===== src/rtl/sum_latch_uart_tx_if.sv =====
`default_nettype none
// ============================================================================
// Module  : sum_latch_uart_tx_if
// Strobe/operand inputs and UART/status outputs of the sum-latch transmitter.
// Revision: 1.0
// ============================================================================
interface sum_latch_uart_tx_if #(
  parameter int DATA_W = 4
) ();
  logic              save_a_n;
  logic              save_b_n;
  logic [DATA_W-1:0] data_input;
  logic              uart_tx;
  logic              uart_tx_busy;
  logic [DATA_W:0]   sum_out;
  logic              drop_err;

  modport master (
    output save_a_n, save_b_n, data_input,
    input  uart_tx, uart_tx_busy, sum_out, drop_err
  );

  modport slave (
    input  save_a_n, save_b_n, data_input,
    output uart_tx, uart_tx_busy, sum_out, drop_err
  );
endinterface
`default_nettype wire


===== src/rtl/sum_latch_uart_tx.sv =====
`default_nettype none
// ============================================================================
// Module  : sum_latch_uart_tx
// Latches two strobed operands, adds them and sends the sum as 8N1 UART bytes.
// Revision: 1.0
// ============================================================================
module sum_latch_uart_tx #(
  parameter int DATA_W       = 4,
  parameter int CLKS_PER_BIT = 104,
  parameter int SYNC_STAGES  = 2
) (
  input  logic               clk,
  input  logic               reset_n,
  sum_latch_uart_tx_if.slave bus
);

  localparam int c_NUM_BYTES = (DATA_W + 8) / 8;
  localparam int c_BYTE_W    = (c_NUM_BYTES > 1) ? $clog2(c_NUM_BYTES) : 1;
  localparam int c_WORD_W    = (1 << c_BYTE_W) * 8;
  localparam int c_BAUD_W    = $clog2(CLKS_PER_BIT);
  localparam logic [c_BAUD_W-1:0] c_BAUD_LAST = c_BAUD_W'(CLKS_PER_BIT - 1);
  localparam logic [c_BYTE_W-1:0] c_LAST_BYTE = c_BYTE_W'(c_NUM_BYTES - 1);

  typedef enum logic [1:0] {
    S_IDLE  = 2'd0,
    S_START = 2'd1,
    S_DATA  = 2'd2,
    S_STOP  = 2'd3
  } state_t;

  state_t                r_state;
  state_t                w_state_next;
  logic [SYNC_STAGES:0]  r_sync_a;
  logic [SYNC_STAGES:0]  r_sync_b;
  logic [DATA_W-1:0]     r_op_a;
  logic [DATA_W-1:0]     r_op_b;
  logic [DATA_W-1:0]     r_acc_a;
  logic                  r_drop_err;
  logic [c_BAUD_W-1:0]   r_baud;
  logic [2:0]            r_bit_idx;
  logic [c_BYTE_W-1:0]   r_byte_idx;
  logic                  w_pa;
  logic                  w_pb;
  logic                  w_accept;
  logic                  w_baud_done;
  logic [DATA_W-1:0]     w_op_a_eff;
  logic [DATA_W:0]       w_sum;
  logic [c_WORD_W-1:0]   w_tx_word;
  logic                  w_tx;
  logic                  w_busy;

  // Top bit of each chain is the previous synchronised value, used for edge detect.
  always_ff @(posedge clk or negedge reset_n) begin
    if (!reset_n) begin
      r_sync_a <= '1;
      r_sync_b <= '1;
    end else begin
      r_sync_a <= {r_sync_a[SYNC_STAGES-1:0], bus.save_a_n};
      r_sync_b <= {r_sync_b[SYNC_STAGES-1:0], bus.save_b_n};
    end
  end

  assign w_pa       = r_sync_a[SYNC_STAGES] & ~r_sync_a[SYNC_STAGES-1];
  assign w_pb       = r_sync_b[SYNC_STAGES] & ~r_sync_b[SYNC_STAGES-1];
  assign w_accept   = w_pb && (r_state == S_IDLE);
  assign w_op_a_eff = w_pa ? bus.data_input : r_op_a;

  // r_acc_a/r_op_b only change on acceptance, so together they are the frame snapshot.
  always_ff @(posedge clk or negedge reset_n) begin
    if (!reset_n) begin
      r_op_a     <= '0;
      r_op_b     <= '0;
      r_acc_a    <= '0;
      r_drop_err <= 1'b0;
    end else begin
      if (w_pa)
        r_op_a <= bus.data_input;
      if (w_accept) begin
        r_acc_a    <= w_op_a_eff;
        r_op_b     <= bus.data_input;
        r_drop_err <= 1'b0;
      end else if (w_pb) begin
        r_drop_err <= 1'b1;
      end
    end
  end

  assign w_sum       = {1'b0, r_acc_a} + {1'b0, r_op_b};
  assign w_tx_word   = c_WORD_W'(w_sum);
  assign w_baud_done = (r_baud == c_BAUD_LAST);

  always_ff @(posedge clk or negedge reset_n) begin
    if (!reset_n) begin
      r_state    <= S_IDLE;
      r_baud     <= '0;
      r_bit_idx  <= '0;
      r_byte_idx <= '0;
    end else begin
      r_state <= w_state_next;
      if ((r_state == S_IDLE) || w_baud_done)
        r_baud <= '0;
      else
        r_baud <= r_baud + c_BAUD_W'(1);
      if (r_state == S_IDLE) begin
        r_bit_idx  <= '0;
        r_byte_idx <= '0;
      end else if (w_baud_done) begin
        if (r_state == S_DATA)
          r_bit_idx <= r_bit_idx + 3'd1;
        if ((r_state == S_STOP) && (r_byte_idx != c_LAST_BYTE))
          r_byte_idx <= r_byte_idx + c_BYTE_W'(1);
      end
    end
  end

  always_comb begin
    w_state_next = r_state;
    w_tx         = 1'b1;
    w_busy       = 1'b1;
    case (r_state)
      S_IDLE: begin
        w_busy = 1'b0;
        if (w_accept)
          w_state_next = S_START;
      end
      S_START: begin
        w_tx = 1'b0;
        if (w_baud_done)
          w_state_next = S_DATA;
      end
      S_DATA: begin
        w_tx = w_tx_word[{r_byte_idx, r_bit_idx}];
        if (w_baud_done && (r_bit_idx == 3'd7))
          w_state_next = S_STOP;
      end
      S_STOP: begin
        // Further bytes follow the stop bit directly, with no idle gap.
        if (w_baud_done)
          w_state_next = (r_byte_idx == c_LAST_BYTE) ? S_IDLE : S_START;
      end
      default: w_state_next = S_IDLE;
    endcase
  end

  assign bus.uart_tx      = w_tx;
  assign bus.uart_tx_busy = w_busy;
  assign bus.sum_out      = w_sum;
  assign bus.drop_err     = r_drop_err;

endmodule
`default_nettype wire


===== src/flat_wrapper.sv =====
// flat-port wrapper written by rule: the top's interface ports become plain ports
module sum_latch_uart_tx_flat 
#(
  parameter int DATA_W       = 4,
  parameter int CLKS_PER_BIT = 104,
  parameter int SYNC_STAGES  = 2
)
  (clk, reset_n, bus_save_a_n, bus_save_b_n, bus_data_input, bus_uart_tx, bus_uart_tx_busy, bus_sum_out, bus_drop_err);
  sum_latch_uart_tx_if #(.DATA_W(DATA_W)) bus_i ();
  input  logic clk;
  input  logic reset_n;
  input wire logic [$bits(bus_i.save_a_n)-1:0] bus_save_a_n;
  input wire logic [$bits(bus_i.save_b_n)-1:0] bus_save_b_n;
  input wire logic [$bits(bus_i.data_input)-1:0] bus_data_input;
  output wire logic [$bits(bus_i.uart_tx)-1:0] bus_uart_tx;
  output wire logic [$bits(bus_i.uart_tx_busy)-1:0] bus_uart_tx_busy;
  output wire logic [$bits(bus_i.sum_out)-1:0] bus_sum_out;
  output wire logic [$bits(bus_i.drop_err)-1:0] bus_drop_err;
  assign bus_i.save_a_n = bus_save_a_n;
  assign bus_i.save_b_n = bus_save_b_n;
  assign bus_i.data_input = bus_data_input;
  assign bus_uart_tx = bus_i.uart_tx;
  assign bus_uart_tx_busy = bus_i.uart_tx_busy;
  assign bus_sum_out = bus_i.sum_out;
  assign bus_drop_err = bus_i.drop_err;
  sum_latch_uart_tx #(.DATA_W(DATA_W), .CLKS_PER_BIT(CLKS_PER_BIT), .SYNC_STAGES(SYNC_STAGES)) u_core (.clk(clk), .reset_n(reset_n), .bus(bus_i));
endmodule

===== config.mk =====
export PLATFORM = sky130hd
export DESIGN_NAME = sum_latch_uart_tx_flat
export DESIGN_NICKNAME = d
export VERILOG_FILES = /design/src/rtl/sum_latch_uart_tx_if.sv /design/src/rtl/sum_latch_uart_tx.sv /design/src/flat_wrapper.sv
export SDC_FILE = /design/constraint.sdc
export NUM_CORES = 1
export LEC_CHECK = 0
export CAP_MARGIN = 0
export CORE_UTILIZATION = 40
export DETAILED_ROUTE_END_ITERATION = 16
export GPL_ROUTABILITY_DRIVEN = 0
export SYNTH_ARGS = -nofsm -noshare
export SYNTH_HDL_FRONTEND = slang
export SYNTH_SLANG_ARGS = --single-unit

===== constraint.sdc =====
create_clock -name clk -period 3.44 [get_ports clk]
set_input_delay 0.516 -clock clk [delete_from_list [all_inputs] [get_ports clk]]
set_output_delay 0.516 -clock clk [all_outputs]
set_load 0.02 [all_outputs]

### After elaboration in Yosys (flattened, before gate mapping)

Cells that the tools add are included.

* input bits: 8
* output and inout port bits: 8
* register bits after elaboration: 32

* reduce and logical (&&, ||, !) cells: 12
* eq/ne operators: 9
* add/sub/neg operators: 4
* bitwise operators: 4
* muxes and demuxes: 20
* magnitude comparators: 1

Operator list (count)
* 2-to-1 mux 3 bit: 3
* 2-to-1 mux 1 bit: 8
* 2-to-1 mux 2 bit: 4
* case mux 2 bit (4 select lines): 1
* nonzero test 2 bit: 4
* adder 7 x 1 -> 7 bit, second input constant: 1
* == test 7 bit, second input constant: 1
* 2-to-1 mux 7 bit: 1
* inequality test 2 x 1 -> 1 bit, second input constant: 3
* adder 4 x 4 -> 5 bit: 1
* less-than comparator 4 x 5 -> 1 bit, second input constant: 1
* binary-select mux 1 bit (select 4 bit): 1
* == test 2 bit, second input constant: 2
* 2-to-1 mux 4 bit: 1
* AND reduction 2 bit: 2
* AND reduction 4 bit: 1
* adder 3 x 1 -> 3 bit, second input constant: 1
* == test 3 bit, second input constant: 1
* logical AND 1 bit: 3
* bitwise AND 1 bit: 2
* == test 2 x 1 -> 1 bit, second input constant: 1
* zero test 2 bit: 1
* inequality test 2 bit, second input constant: 1
* NOT 1 bit: 2
* other kinds (3): 3

### Longest topological paths before layout

Gate-level depths: netlist (run 1).

* depth in word-level cells: 5
* mapped depth: 7
* gate-level depth less buffers: 7

### Worst setup path before layout (run 1)

No wires, ideal clock.

* path type: register to output
* from: register u_core.r_acc_a[0]
* to: output bus_uart_tx
* arrival time: 2057 ps
* path buffers: 0
* slack: 867 ps
* data required time: 2924 ps
* cell stages (with the launch flop): 7
* cell sequence: dfrtp_1 -> ha_1 -> inv_1 -> fa_1 -> xnor2_1 -> a211oi_1 -> o32ai_2

* longest elaborated chain between the ends: 4

Ends and longest elaborated chain
* from (decl): RTL line sum_latch_uart_tx.sv:37 `logic [DATA_W-1:0] r_acc_a;`
* from (signal assigned): RTL line sum_latch_uart_tx.sv:79 `r_acc_a <= w_op_a_eff;`
* adder 4 x 4 -> 5 bit: RTL line sum_latch_uart_tx.sv:88 `assign w_sum = {1'b0, r_acc_a} + {1'b0, r_op_b};`
* net bus_sum_out[2]: RTL line flat_wrapper.sv:17 `output wire logic [$bits(bus_i.sum_out)-1:0] bus_sum_out;`
* binary-select mux 1 bit (select 4 bit): RTL line sum_latch_uart_tx.sv:132 `w_tx = w_tx_word[{r_byte_idx, r_bit_idx}];`
* 2-to-1 mux 1 bit (implied by the code): RTL line sum_latch_uart_tx.sv:132
* case mux 1 bit (2 select lines): RTL line sum_latch_uart_tx.sv:120 `case (r_state)`
* to (decl): RTL line flat_wrapper.sv:15 `output wire logic [$bits(bus_i.uart_tx)-1:0] bus_uart_tx;`

The timed path passes the listed nets, and every way through them passes these cells. The select of a mux whose other input is x is not followed.

### Final worst setup path (run 1)

* from: register u_core.r_acc_a[0]
* to: output bus_uart_tx

* longest elaborated chain between the ends: 4

Ends and longest elaborated chain (RTL line)
* adder 4 x 4 -> 5 bit: sum_latch_uart_tx.sv:88
* binary-select mux 1 bit (select 4 bit): sum_latch_uart_tx.sv:132
* 2-to-1 mux 1 bit (implied by the code): sum_latch_uart_tx.sv:132
* case mux 1 bit (2 select lines): sum_latch_uart_tx.sv:120

Every way passes these cells. The select of a mux whose other input is x is not followed.

==> flow_results.xml, run 1 <==
<?xml version="1.0" encoding="UTF-8"?>
<metrics>
  <group name="worst_setup_path">
    <metric name="critPathMaxFanout" unit="">4</metric>
    <metric name="critPathKind" unit="">reg -&gt; out</metric>
    <metric name="crit_path_top_delay_cell" unit="">clkdlybuf4s50_1</metric>
    <metric name="timing.critical_path.buf_inv" unit="">2</metric>
    <metric name="worstSetupEndpointType" unit="">primary output</metric>
    <metric name="worstPathCellList" unit="">ha_1 &gt; inv_1 &gt; fa_1 &gt; or2_2 &gt; a21oi_1 &gt; nor3_1 &gt; o32ai_2 &gt; clkdlybuf4s50_1</metric>
    <metric name="start_kind" unit="">flip-flop</metric>
    <metric name="cp_data_arrival_time" unit="ps">2740</metric>
    <metric name="crit_path_max_incr_delay" unit="ps">640</metric>
    <metric name="timing.critical_path.max_delay_family" unit="">buffers and inverters</metric>
    <metric name="worst_ep_required_time" unit="ps">2920</metric>
  </group>
  <group name="status">
    <metric name="status" unit="">completed</metric>
  </group>
  <group name="sta">
    <metric name="hold_viol_final" unit="">0</metric>
    <metric name="slew_violations" unit="">0</metric>
    <metric name="grt_setup_unrepaired" unit="">false</metric>
    <metric name="max_slew.worst_pin.slew" unit="ps">463</metric>
    <metric name="worst_slack" unit="ps">183</metric>
    <metric name="post-route-min-period" unit="ps">3260</metric>
    <metric name="slew_headroom" unit="">0.690</metric>
    <metric name="setup_total_negative_slack" unit="ps">0</metric>
    <metric name="fin_worst_skew" unit="ps">2.68</metric>
    <metric name="holdWs" unit="ps">356</metric>
    <metric name="period_share" unit="">0.947</metric>
    <metric name="fmaxAchievable" unit="MHz">307</metric>
    <metric name="setup_violations" unit="">0</metric>
  </group>
  <group name="clocking">
    <metric name="clockRootBuffer" unit="">clkbuf_8</metric>
    <metric name="post_cts_hold_buffer_count" unit="">0</metric>
    <metric name="cts_max_path_buffers" unit="">2</metric>
    <metric name="clock_latency" unit="ps">270</metric>
    <metric name="cts.reportedPaths.clkPinSlew" unit="ps">60</metric>
    <metric name="cts_tree" unit="">built</metric>
    <metric name="htree_levels" unit="">2</metric>
    <metric name="post_cts.repair.setup_buffers" unit="">0</metric>
    <metric name="tritoncts_num_sinks" unit="">32</metric>
    <metric name="cts_buffers" unit="">5</metric>
    <metric name="cts.repair.resized" unit="">0</metric>
  </group>
  <group name="routing">
    <metric name="route.met3.wl" unit="µm">86</metric>
    <metric name="detail_route.vias_per_cell" unit="">5.02</metric>
    <metric name="dr_total_vias" unit="">1085</metric>
    <metric name="drc" unit="">0</metric>
    <metric name="drtAntennaViolNets" unit="">0</metric>
    <metric name="dr_wl_met2" unit="µm">1260</metric>
    <metric name="maxUsedRoutingLayer" unit="">met4</metric>
    <metric name="drtPass1Iterations" unit="">4</metric>
    <metric name="post_drt_wl_per_cell" unit="µm">12.7</metric>
    <metric name="route.layer.met1.wl" unit="µm">1340</metric>
    <metric name="initialDrtViolationCount" unit="">47</metric>
    <metric name="totalWireLength" unit="µm">2740</metric>
  </group>
  <group name="die">
    <metric name="start_util" unit="">0.434</metric>
    <metric name="die_h" unit="µm">66.2</metric>
    <metric name="die_area" unit="µm²">4380</metric>
    <metric name="floorplan.rows" unit="">22</metric>
    <metric name="die_x" unit="µm">66.2</metric>
    <metric name="design.core.area" unit="µm²">3800</metric>
    <metric name="pin_count" unit="">16</metric>
  </group>
  <group name="layout">
    <metric name="post_route_cells_drive_above_1_share" unit="">0.161</metric>
    <metric name="mostFrequentLayoutCells" unit="">dfrtp_1 (26), clkdlybuf4s50_1 (15), ha_1 (11)</metric>
    <metric name="area_growth_syn_to_fin" unit="%">18.1</metric>
    <metric name="layout.cell_area.non_filler" unit="µm²">1950</metric>
    <metric name="nNetsFinal" unit="">187</metric>
    <metric name="layout_commonest_cell" unit="">dfrtp_1</metric>
    <metric name="insertedDiodeCount" unit="">0</metric>
  </group>
  <group name="power">
    <metric name="p_per_area" unit="nW/µm²">954</metric>
    <metric name="worst_ir_drop_vdd" unit="mV">0.428</metric>
    <metric name="leakage" unit="nW">0.850</metric>
    <metric name="totalPowerFinal" unit="mW">1.86</metric>
  </group>
  <group name="global_routing">
    <metric name="via_count_of_the_first_global_routing_pass" unit="">1124</metric>
    <metric name="globalRouteTotalUtil" unit="">0.151</metric>
    <metric name="antenna_found_initial" unit="">0</metric>
    <metric name="largest_net_degree_at_the_start_of_global_routing" unit="">33</metric>
    <metric name="grt.overflow.total" unit="">0</metric>
    <metric name="grt_first_pass_wirelength" unit="µm">4930</metric>
  </group>
  <group name="synth">
    <metric name="synth_enable_flop_cells" unit="">0</metric>
    <metric name="synthCells" unit="">146</metric>
    <metric name="synth-seq-cells" unit="">32</metric>
    <metric name="synth-async-reset-ratio" unit="">1.00</metric>
    <metric name="synth_seq_area_share" unit="">0.490</metric>
    <metric name="yosysWarningCount" unit="">0</metric>
    <metric name="mappedNetlistNets" unit="">166</metric>
    <metric name="mean_cell_area_of_the_mapped_netlist" unit="µm²">11.3</metric>
    <metric name="dominantRegCellSynth" unit="">dfrtp_1</metric>
    <metric name="synthDistinctLibCells" unit="">39</metric>
    <metric name="post_synth_instance_area" unit="µm²">1650</metric>
  </group>
  <group name="min_path">
    <metric name="min_path_type" unit="">reg -&gt; reg</metric>
  </group>
  <group name="place">
    <metric name="placement.cell_area" unit="µm²">1850</metric>
    <metric name="place_hpwl" unit="µm">2120</metric>
    <metric name="buffer_ports.inserted" unit="">15</metric>
    <metric name="placement.setup.worst_slack" unit="ps">468</metric>
  </group>
  <group name="flow_run">
    <metric name="maxCapViolCount" unit="">0</metric>
  </group>
</metrics>
==> area by class of cell <==
type	count	area, µm²
fillers	331	1850
clock inverters	1	7.51
flip-flops and latches	32	808
well taps	48	60.1
repair buffers	17	165
clock buffers	7	86.3
inverters	10	37.5
multi-input cells	101	783
==> cells by family after synthesis <==
group / count (synthesis) / share of synthesized area
AND/OR/NAND/NOR: 46 / 0.156
flip-flops: 32 / 0.490
AO/OA/AOI/OAI: 23 / 0.0964
buffers and inverters: 13 / 0.0349
multiplexers: 13 / 0.0903
adder cells (fa/ha/maj): 12 / 0.0956
XOR/XNOR: 7 / 0.0372
==> worst paths after layout <==
kind | start | end | slack [ps] | depth (start not counted)
max | u_core.r_acc_a[0] | bus_uart_tx | 180 | 8
min | u_core.r_sync_a[0] | u_core.r_sync_a[1] | 360 | 0
min reg2reg | u_core.r_sync_a[0] | u_core.r_sync_a[1] | 360 | 0
max reg2reg | u_core.r_state[0] | u_core.r_op_b[0] | 1620 | 5
min in group asynchronous | reset_n | u_core.r_baud[3] | 630 | 2
max in group asynchronous | reset_n | u_core.r_sync_a[0] | 2490 | 2
==> registers in the layout, indices dropped and copies added, names as in the netlist <==
signal and flops:
u_core.r_op_b 4, u_core.r_byte_idx 1, u_core.r_baud 7, u_core.r_sync_b 3, u_core.r_acc_a 4, u_core.r_op_a 4
u_core.r_state 2, u_core.r_sync_a 3, u_core.bus.drop_err 1, u_core.r_bit_idx 3
==> stage by stage <==
step	utilization	cells
after floorplan	-	146
after global placement	0.488	208
after detailed placement	0.488	208
after CTS	0.513	216
after global routing	0.513	216
final	0.513	216
==> report_power, final <==
part	switching (mW)	total, mW	internal (mW)
Sequential	0.0613	0.533	0.471
Combinational	0.538	1.04	0.500
Clock	0.126	0.288	0.162
Total	0.725	1.86	1.13
==> worst register-to-register path: cells and delay by family, from the launching register on <==
family / cells / cell delay [ps]
DFF: 1 / 410
buffers and inverters: 2 / 310
adders and majority gates: 1 / 180
and+or+nand+nor: 1 / 360
muxes: 1 / 440
==> layer usage <==
metal	up-vias	track usage
met5	-	0
met4	0	0.0638
met3	7	0.0414
met2	16	0.239
met1	514	0.195
li1	548	-
==> cells in the mapped netlist (2+ instances only) <==
cell type  number  area share
dfstp_2         6       0.096
nand2b_1        8       0.030
mux2_2          5       0.034
and3_1          3       0.011
ha_1           11       0.083
o21ai_0         3      0.0091
nor2_1          7       0.016
a21oi_1         9       0.027
xnor2_1         5       0.027
dfrtp_1        26        0.39
xor2_1          2       0.011
o21ai_1         2      0.0061
nand3_1         8       0.024
nand2_1         8       0.018
nor2b_1         2      0.0076
mux2_1          6       0.041
nor3_1          4       0.012
inv_1          10       0.023
Power figures use the tool's default switching activity.
==> run 2: changes to the inputs <==
==> constraint.sdc (replaced) <==
create_clock -name clk -period 3.31 [get_ports clk]
set_input_delay 0.4965 -clock clk [delete_from_list [all_inputs] [get_ports clk]]
set_output_delay 0.4965 -clock clk [all_outputs]
set_load 0.02 [all_outputs]
==> flow_results.xml, run 2 (synthesis gave the netlist of run 1 again) <==
<?xml version="1.0" encoding="UTF-8"?>
<metrics>
  <group name="worst_setup_path">
    <metric name="worstSetupEndpointType" unit="">primary output</metric>
    <metric name="worstReg2RegStart" unit="">u_core.r_state[0]</metric>
    <metric name="worst_ep_required_time" unit="ps">2810</metric>
    <metric name="cp_data_arrival_time" unit="ps">2370</metric>
    <metric name="critical_path.reg2reg.endpoint" unit="">u_core.r_op_b[0]</metric>
    <metric name="reg2reg_slack" unit="ps">1480</metric>
    <metric name="critPathMaxFanout" unit="">4</metric>
    <metric name="timing.critical_path.from" unit="">u_core.r_acc_a[0]</metric>
    <metric name="critPathKind" unit="">reg -&gt; out</metric>
    <metric name="start_kind" unit="">flip-flop</metric>
    <metric name="r2r_cells" unit="">5</metric>
  </group>
  <group name="power">
    <metric name="cell_internal_pwr" unit="mW">1.23</metric>
    <metric name="power_switching_share" unit="">0.380</metric>
    <metric name="leakage" unit="nW">0.867</metric>
    <metric name="switching_power" unit="mW">0.752</metric>
    <metric name="sequentialPowerShare" unit="">0.280</metric>
    <metric name="worst_ir_drop_vdd" unit="mV">0.351</metric>
    <metric name="p_per_area" unit="nW/µm²">1010</metric>
    <metric name="comb_power_share" unit="">0.540</metric>
    <metric name="clock_power_share" unit="">0.180</metric>
  </group>
  <group name="die">
    <metric name="floorplan.rows" unit="">22</metric>
    <metric name="pin_count" unit="">16</metric>
    <metric name="start_util" unit="">0.434</metric>
    <metric name="die_x" unit="µm">66.2</metric>
    <metric name="design.core.area" unit="µm²">3800</metric>
    <metric name="die_area" unit="µm²">4380</metric>
    <metric name="die_h" unit="µm">66.2</metric>
  </group>
  <group name="min_path">
    <metric name="min_path_type" unit="">reg -&gt; reg</metric>
    <metric name="hold_path.startpoint" unit="">u_core.r_sync_a[0]</metric>
    <metric name="hold_depth" unit="">0</metric>
    <metric name="worstHoldEndpoint" unit="">u_core.r_sync_a[1]</metric>
  </group>
  <group name="sta">
    <metric name="slew_violations" unit="">0</metric>
    <metric name="hold_viol_final" unit="">0</metric>
    <metric name="grt_setup_unrepaired" unit="">false</metric>
    <metric name="setup_total_negative_slack" unit="ps">0</metric>
    <metric name="period_share" unit="">0.866</metric>
    <metric name="fmaxAchievable" unit="MHz">349</metric>
    <metric name="post-route-min-period" unit="ps">2870</metric>
    <metric name="fin_worst_skew" unit="ps">1.62</metric>
    <metric name="max_slew.worst_pin.slew" unit="ps">535</metric>
    <metric name="setup_violations" unit="">0</metric>
    <metric name="slew_headroom" unit="">0.641</metric>
    <metric name="worst_slack" unit="ps">445</metric>
  </group>
  <group name="routing">
    <metric name="post_drt_wl_per_cell" unit="µm">13.2</metric>
    <metric name="totalWireLength" unit="µm">2850</metric>
    <metric name="drtPass1Iterations" unit="">4</metric>
    <metric name="initialDrtViolationCount" unit="">25</metric>
    <metric name="drtAntennaViolNets" unit="">0</metric>
    <metric name="detail_route.vias_per_cell" unit="">5.03</metric>
    <metric name="drc" unit="">0</metric>
    <metric name="dr_total_vias" unit="">1086</metric>
  </group>
  <group name="global_routing">
    <metric name="largest_net_degree_at_the_start_of_global_routing" unit="">33</metric>
    <metric name="grt_first_pass_wirelength" unit="µm">5040</metric>
    <metric name="antenna_found_initial" unit="">0</metric>
    <metric name="grt.overflow.total" unit="">0</metric>
    <metric name="via_count_of_the_first_global_routing_pass" unit="">1144</metric>
    <metric name="globalRouteTotalUtil" unit="">0.151</metric>
  </group>
  <group name="clocking">
    <metric name="cts.reportedPaths.clkPinSlew" unit="ps">60</metric>
    <metric name="htree_levels" unit="">2</metric>
    <metric name="cts_buffers" unit="">5</metric>
    <metric name="post_cts_hold_buffer_count" unit="">0</metric>
    <metric name="clockRootBuffer" unit="">clkbuf_8</metric>
    <metric name="cts_max_path_buffers" unit="">2</metric>
    <metric name="clock_latency" unit="ps">270</metric>
    <metric name="cts_tree" unit="">built</metric>
    <metric name="tritoncts_num_sinks" unit="">32</metric>
  </group>
  <group name="layout">
    <metric name="area_used_by_multi_input_combinational_logic" unit="µm²">783</metric>
    <metric name="insertedDiodeCount" unit="">0</metric>
    <metric name="top_register" unit="">u_core.r_baud</metric>
    <metric name="largest_register_ffs" unit="">7</metric>
    <metric name="layout_commonest_cell" unit="">dfrtp_1</metric>
    <metric name="post_route_cells_drive_above_1_share" unit="">0.161</metric>
    <metric name="regArea" unit="µm²">808</metric>
    <metric name="area_growth_syn_to_fin" unit="%">19.1</metric>
    <metric name="nNetsFinal" unit="">187</metric>
    <metric name="mostFrequentLayoutCells" unit="">dfrtp_1 (26), clkdlybuf4s50_1 (14), ha_1 (11)</metric>
    <metric name="filler_cells_inserted" unit="">343</metric>
  </group>
  <group name="status">
    <metric name="status" unit="">completed</metric>
  </group>
  <group name="place">
    <metric name="place_hpwl" unit="µm">2180</metric>
    <metric name="buffer_ports.inserted" unit="">15</metric>
    <metric name="placement.setup.worst_slack" unit="ps">325</metric>
  </group>
  <group name="flow_run">
    <metric name="maxCapViolCount" unit="">0</metric>
  </group>
</metrics>
## run 2: repair_timing
item,4_1_cts,5_1_grt
gates resized for setup,0,1
buffers inserted,0,0
endpoints found under the setup margin,0,1
## run 2: how the worst max path moves through the flow
stage / endpoint / slack [ps] / cells after the start
2_1_floorplan: bus_uart_tx / 760 / 6
3_3_place_gp: bus_uart_tx / 400 / 8
3_5_place_dp: bus_uart_tx / 330 / 8
4_1_cts: bus_uart_tx / 20 / 8
5_1_grt: bus_uart_tx / 310 / 8
6_report: bus_uart_tx / 440 / 8
## run 2: power groups by stage
stage	combinational [mW]	clock, mW	sequential, mW
final	1.07	0.357	0.555
after global routing	1.19	0.386	0.566
after CTS	1.09	0.369	0.555
after detailed placement	1.08	0	0.562
after global placement	1.07	0	0.557
after floorplan	0.730	0	0.546
## run 2: per-layer routing
| metal | wire (µm) | up-vias | GRT usage |
|---|---|---|---|
| li1 | - | 550 | - |
| met3 | 84 | 0 | 0.0379 |
| met2 | 1430 | 13 | 0.260 |
| met4 | 0 | 0 | 0.0399 |
| met1 | 1330 | 523 | 0.187 |
| met5 | 0 | - | 0 |
## run 2: cell type report
type / count / share of cell area
Multi-Input combinational cell: 101 / 0.399
Timing Repair Buffer: 17 / 0.0854
Sequential cell: 32 / 0.411
Inverter: 10 / 0.0191
Tap cell: 48 / 0.0306
Clock buffer: 6 / 0.0369
Clock inverter: 2 / 0.0178
## run 2: metrics by stage
step / total power [mW] / cells / utilization / hold WS (ps) / instance area, µm²
3_5_place_dp: 1.65 / 208 / 0.488 / 347 / 1850
3_3_place_gp: 1.62 / 208 / 0.488 / 346 / 1850
5_1_grt: 2.14 / 216 / 0.517 / 364 / 1960
4_1_cts: 2.01 / 216 / 0.516 / 357 / 1960
6_report: 1.98 / 216 / 0.517 / 356 / 1960
2_1_floorplan: 1.28 / 146 / - / 201 / 1650
## run 2: worst max-delay path, stage by stage (launching register included)
cell and delay (ps):
dfrtp_1 350, ha_1 170, inv_1 60, fa_1 480, or2_2 310, a21oi_1 140
nor3_1 70, o32ai_2 260, dlymetal6s2s_1 260
==> run 3: changes to the inputs <==
--- a/config.mk
+++ b/config.mk
@@ -12,3 +12,4 @@
 export SYNTH_ARGS = -nofsm -noshare
 export SYNTH_HDL_FRONTEND = slang
 export SYNTH_SLANG_ARGS = --single-unit
+export TNS_END_PERCENT = 100
==> results of run 3 <==
Same layout as run 2: the final DEF is identical, and so are final timing and power.
